--- src/rtl/counter_seq_pkg.sv ---
// Shared types for the up/down counter command sequencer: opcodes, FSM states
// and the default counter width.
package counter_seq_pkg;

    localparam int CNT_WIDTH_DEF = 4;

    typedef enum logic [1:0] {
        OP_LOAD      = 2'd0,
        OP_STEP_UP   = 2'd1,
        OP_STEP_DOWN = 2'd2,
        OP_RUN       = 2'd3
    } cnt_op_e;

    typedef enum logic [2:0] {
        ST_IDLE,
        ST_LOAD,
        ST_STEP,
        ST_RUN,
        ST_DONE
    } cnt_seq_state_e;

endpackage

--- src/rtl/counter_seq_ctrl.sv ---
// Command sequencer that drives an up/down counter (load, step N, run to limit).
// Optional wrap detection on STEP commands is enabled by defining CNT_SEQ_WRAP_CHK_EN.
module counter_seq_ctrl
    import counter_seq_pkg::*;
#(
    parameter int WIDTH = CNT_WIDTH_DEF
) (
    input  logic             clk,
    input  logic             rst_n,
    input  logic             cmd_valid,
    output logic             cmd_ready,
    input  logic [1:0]       cmd_op,
    input  logic [WIDTH-1:0] cmd_data,
    output logic             load_n,
    output logic             up_down,
    output logic             ce,
    output logic [WIDTH-1:0] data_load,
    input  logic [WIDTH-1:0] count_out,
    input  logic             max_count,
    input  logic             zero,
    output logic             done,
    output logic             busy,
    output logic             err
);

    cnt_seq_state_e state, state_next;
    logic [WIDTH-1:0] rem_q;
    logic             up_down_q;
    logic [WIDTH-1:0] data_load_q;
    logic             accept;
    logic             limit;
    logic             run_limit_now;
    cnt_op_e          op;

    assign op     = cnt_op_e'(cmd_op);
    assign accept = cmd_valid && (state == ST_IDLE);
    assign limit  = up_down_q ? max_count : zero;
    // A RUN toward a limit the counter already sits at completes without entering RUN.
    assign run_limit_now = cmd_data[0] ? max_count : zero;

    // NOTE: every output of this block is assigned a default before the case so no latch is inferred.
    always_comb begin
        state_next = state;
        case (state)
            ST_IDLE: begin
                if (accept) begin
                    case (op)
                        OP_LOAD:      state_next = ST_LOAD;
                        OP_STEP_UP,
                        OP_STEP_DOWN: state_next = (cmd_data == '0) ? ST_DONE : ST_STEP;
                        OP_RUN:       state_next = run_limit_now ? ST_DONE : ST_RUN;
                    endcase
                end
            end
            ST_LOAD: state_next = ST_DONE;
            ST_STEP: if (rem_q == WIDTH'(1)) state_next = ST_DONE;
            ST_RUN:  if (limit) state_next = ST_DONE;
            ST_DONE: state_next = ST_IDLE;
            default: state_next = ST_IDLE;
        endcase
    end

    // Strobes decode straight from state so an asynchronous reset drops them at once.
    assign cmd_ready = (state == ST_IDLE);
    assign busy      = (state != ST_IDLE);
    assign done      = (state == ST_DONE);
    assign load_n    = (state != ST_LOAD);
    assign ce        = (state == ST_STEP) || ((state == ST_RUN) && !limit);
    assign up_down   = up_down_q;
    assign data_load = data_load_q;

    // NOTE: state registers use non-blocking assignments and reset asynchronously on rst_n low.
    always_ff @(posedge clk or negedge rst_n) begin
        if (!rst_n) begin
            state       <= ST_IDLE;
            rem_q       <= '0;
            up_down_q   <= 1'b1;
            data_load_q <= '0;
        end else begin
            state <= state_next;
            if (accept) begin
                rem_q <= cmd_data;
                case (op)
                    OP_LOAD:      data_load_q <= cmd_data;
                    OP_STEP_UP:   up_down_q   <= 1'b1;
                    OP_STEP_DOWN: up_down_q   <= 1'b0;
                    OP_RUN:       up_down_q   <= cmd_data[0];
                endcase
            end else if (state == ST_STEP) begin
                rem_q <= rem_q - WIDTH'(1);
            end
        end
    end

`ifdef CNT_SEQ_WRAP_CHK_EN
    logic err_q;

    // A STEP cycle with ce high while at the limit in its direction wraps the counter.
    always_ff @(posedge clk or negedge rst_n) begin
        if (!rst_n) begin
            err_q <= 1'b0;
        end else if (accept) begin
            err_q <= 1'b0;
        end else if ((state == ST_STEP) && limit) begin
            err_q <= 1'b1;
        end
    end

    assign err = err_q;
`else
    assign err = 1'b0;
`endif

    logic unused_count;
    assign unused_count = ^count_out;

endmodule

--- config.mk ---
export PLATFORM = sky130hd
export DESIGN_NAME = counter_seq_ctrl
export DESIGN_NICKNAME = d
export VERILOG_FILES = /design/src/rtl/counter_seq_pkg.sv /design/src/rtl/counter_seq_ctrl.sv
export SDC_FILE = /design/constraint.sdc
export NUM_CORES = 1
export LEC_CHECK = 0
export BUFFER_PORTS_ARGS = -buffer_cell sky130_fd_sc_hd__clkbuf_2
export CORE_MARGIN = 5
export CORE_UTILIZATION = 51
export CTS_BUF_LIST = sky130_fd_sc_hd__clkbuf_2 sky130_fd_sc_hd__clkbuf_4 sky130_fd_sc_hd__clkbuf_8
export CTS_CLUSTER_SIZE = 28
export DETAILED_ROUTE_END_ITERATION = 8
export GPL_ROUTABILITY_DRIVEN = 0
export GPL_TIMING_DRIVEN = 0
export PLACE_DENSITY = 0.81
export SETUP_SLACK_MARGIN = 0.15
export SLEW_MARGIN = 40
export SYNTH_ARGS = -nofsm -noshare
export SYNTH_HDL_FRONTEND = slang
export SYNTH_SLANG_ARGS = --single-unit
--- constraint.sdc ---
create_clock -name clk -period 1.7 [get_ports clk]
set_input_delay 0.34 -clock clk [delete_from_list [all_inputs] [get_ports clk]]
set_output_delay 0.34 -clock clk [all_outputs]
set_load 0.03 [all_outputs]
==> metrics.md <==
| Metric | Value |
|---|---|
| Worst VDD drop | 1.19 mV |
| Die span in y | 49.1 um |
| Wirelength per Cell | 16.8 um |
| Post-synthesis cell type count | 31 |
| Clock transition at the registers of the reported paths | ~0.08 ns |
| Synthesized area | 781 um^2 |
| CTS buffer count | 3 |
| Max-Cap Viols | 0 |
| Syn nets | 100 |
| Initial Utilization | a little over half |
| CTS tree | done |
| CTS max path bufs | 2 |
| Crit end category | output pin |
| Clock Tree Root | clkbuf_4 |
| Failing checks | negative setup slack |
| Int Pwr | between 1 and 1.5 mW |
| Die area | 2410 um^2 |
| Sw Pwr | around 1.0 mW |
| Pins Over Slew Limit | 0 |
| Final Non-Filler Cells | 133 |
| Layout area overhead | 56.9% |
| Seq/Total Area, Yosys | between 30% and 40% |
| Crit path DAT | 1.50 ns |
| Vias/cell | 5.62 |
| Register bit total from synthesis | 12 |
| Layout cells sized above 1 | 53.8% |
| Number of fillers in the final layout | 96 |
| Required time of the worst setup path | 1.36 ns |
| Initial antenna violation count | 0 |
| Crit start category | register |
| Status | finished with violations |
| Post-Synthesis Cells | 79 |
| Unrepaired setup endpoints after global routing | true |
| Combinational group share of total power | 66.5% |
| Syn Area/Cell | 9.88 um^2 |
| Power per cell area | 1920 nW/um^2 |
| Die width | 49.1 um |
| Initial drt markers | 20 |
| H-tree levels | 1 |
| Ant. Diodes | 0 |
| Fin. Hold Viols | 0 |
| First-pass GRT wire length | approximately 3500 um |
| Tcrit/Tclk final | 108% |
| Routed wire length | 2240 um |
| Synth warn | 0 |
| Layout Nets | 139 |
| IO Port Bufs | 20 |
| Hpwl dp | roughly 1400 um |
| Post-DRT Antenna Nets | 0 |
| Share of power burned in registers | a little under a quarter |
| # setup viols final | 1 |
| Min cycle time layout | roughly 1.8 ns |
| Static Leak | approximately 0.6 nW |
| Switching Fraction | 43.1% |
| Cell Rows | 14 |
| Setup Skew | approximately 0.0012 ns |
| Clock sink total | 12 |
| Total number of vias | 747 |
| Largest net degree at the start of global routing | 13 |
| Setup ws final | -0.135 ns |
| Placed cell areas | between 900 and 1000 um^2 |
| Grt total ovfl | 0 |
| Post-route cell area | 1220 um^2 |
| Critical-path maximum fanout | 2 |
| Total GRT Usage | 18.4% |
| Worst Hold Slack | 0.321 ns |
| Core Region | between 1000 and 1500 um^2 |
| CP Class | register to output pin |
| Post-route DRC | 0 |
| Hold crit path type | primary input to register |
| First drt pass iteration count | 4 |
| Placed cells | around 120 |
| Fmax | 545 MHz |
| Skew-Pair Late Insertion Delay | 0.27 ns |
| Clock power frac | 9.8% |
| Number of global-route vias before repair | slightly below 800 |
| Num ports | 26 |
[routing by layer]
layer / global-route usage, % / share of wire [%] / vias up
met3: 4.89 / 5.6 / 2
li1: - / - / 354
met5: 0 / 0 / -
met2: 34.1 / 55 / 27
met1: 20.7 / 38 / 364
met4: 3.14 / 0.72 / 0
[critical path, cell delays in order, from the launching register on]
cell and delay [ns]:
dfstp_2 0.56, mux2i_2 0.23, nand4b_1 0.17, nand2_1 0.13, buf_8 0.13
[flip-flops by register name (all words and copies together) (netlist names)]
name and cells:
up_down 1, state 3, rem_q 4, data_load 4
[worst paths after layout]
check,start,endpoint,slack (ns),cells past startpoint
hold reg to reg,data_load[2],data_load[2],0.52,1
setup / recovery,up_down,ce,-0.14,4
hold / removal,cmd_data[2],rem_q[2],0.32,3
setup reg to reg,up_down,state[1],0.05,5
max in group asynchronous,rst_n,up_down,0.91,2
min in group asynchronous,rst_n,state[1],0.49,2
[through the flow]
step	setup WS, ns	TNS, ns	util, %	total power, mW
after floorplan	0.118	0	-	1.29
after global placement	0.0115	0	62.3	1.50
after detailed placement	0.00345	0	62.3	1.55
after CTS	-0.114	-0.114	77.8	2.14
after global routing	-0.190	-0.220	83.2	2.50
final	-0.135	-0.135	83.2	2.35
[placed cells by master, fill, tap and decap left out, types with 2 or more instances in the layout]
master     n
a21oi_1    2
buf_4      8
buf_6      7
buf_8      3
clkbuf_2  15
clkbuf_4   3
clkbuf_8   4
dfrtp_1    9
dfrtp_2    2
ha_1       6
inv_1      7
mux2_2     2
mux2_4     4
nand2_1    5
nor2_1     6
nor3_1     3
o21ai_0    4
[layout make-up]
type	instances	area, um^2	area share [%]
clock buffers	4	36.3	2.96
multi-input cells	56	522	42.6
well taps	16	20.0	1.63
plain buffers	3	32.5	2.66
flip-flops and latches	12	304	24.8
inverters	8	32.5	2.66
repair buffers	34	278	22.7
[cell families after synthesis]
group | after synthesis | share of synthesized area (%)
compound gates | 15 | 13.1
fa+ha+maj | 6 | 9.62
buf+inv | 11 | 5.93
flops | 12 | 38.6
mux | 8 | 11.2
other cells | 1 | 0.480
simple gates | 26 | 21.0
[power groups by stage]
stage / Sequential (mW) / Clock, mW / Combinational [mW]
after global routing: 0.575 / 0.257 / 1.67
after detailed placement: 0.571 / 0 / 0.982
after floorplan: 0.666 / 0 / 0.621
after CTS: 0.536 / 0.237 / 1.37
final: 0.556 / 0.230 / 1.56
after global placement: 0.561 / 0 / 0.940
[synthesized netlist by cell type]
cell type | number | share of area, %
o31ai_1 | 1 | 0.96
mux2_2 | 6 | 8.7
nand2_1 | 6 | 2.9
a221o_1 | 1 | 1.3
ha_1 | 6 | 9.6
nand4b_1 | 1 | 1.1
buf_2 | 1 | 0.64
nor4_4 | 1 | 2.7
nand2b_1 | 1 | 0.80
dfrtp_1 | 11 | 35
a211oi_1 | 1 | 0.96
inv_1 | 8 | 3.8
nor2_1 | 7 | 3.4
nor3_2 | 1 | 1.3
a221o_2 | 1 | 1.4
or3b_1 | 1 | 1.1
o21ai_0 | 6 | 3.8
conb_1 | 1 | 0.48
nor4bb_1 | 1 | 1.3
a21oi_1 | 2 | 1.3
nor3_1 | 3 | 1.9
o211ai_1 | 1 | 0.96
or4_4 | 1 | 1.4
clkbuf_1 | 1 | 0.48
a22oi_2 | 1 | 1.6
mux2i_1 | 2 | 2.6
buf_4 | 1 | 0.96
or3b_2 | 1 | 1.1
o22ai_1 | 1 | 0.80
dfstp_2 | 1 | 3.4
nor3b_1 | 2 | 1.9
[repair_timing]
action                                  in CTS  in global routing
resized for setup                           27                 15
buffers inserted                            10                  3
endpoints found under the hold margin       11                  0
hold buffers                                 1                  0
pin swaps                                    5                  5
endpoints found under the setup margin      10                 13
Power figures use the tool's default switching activity.
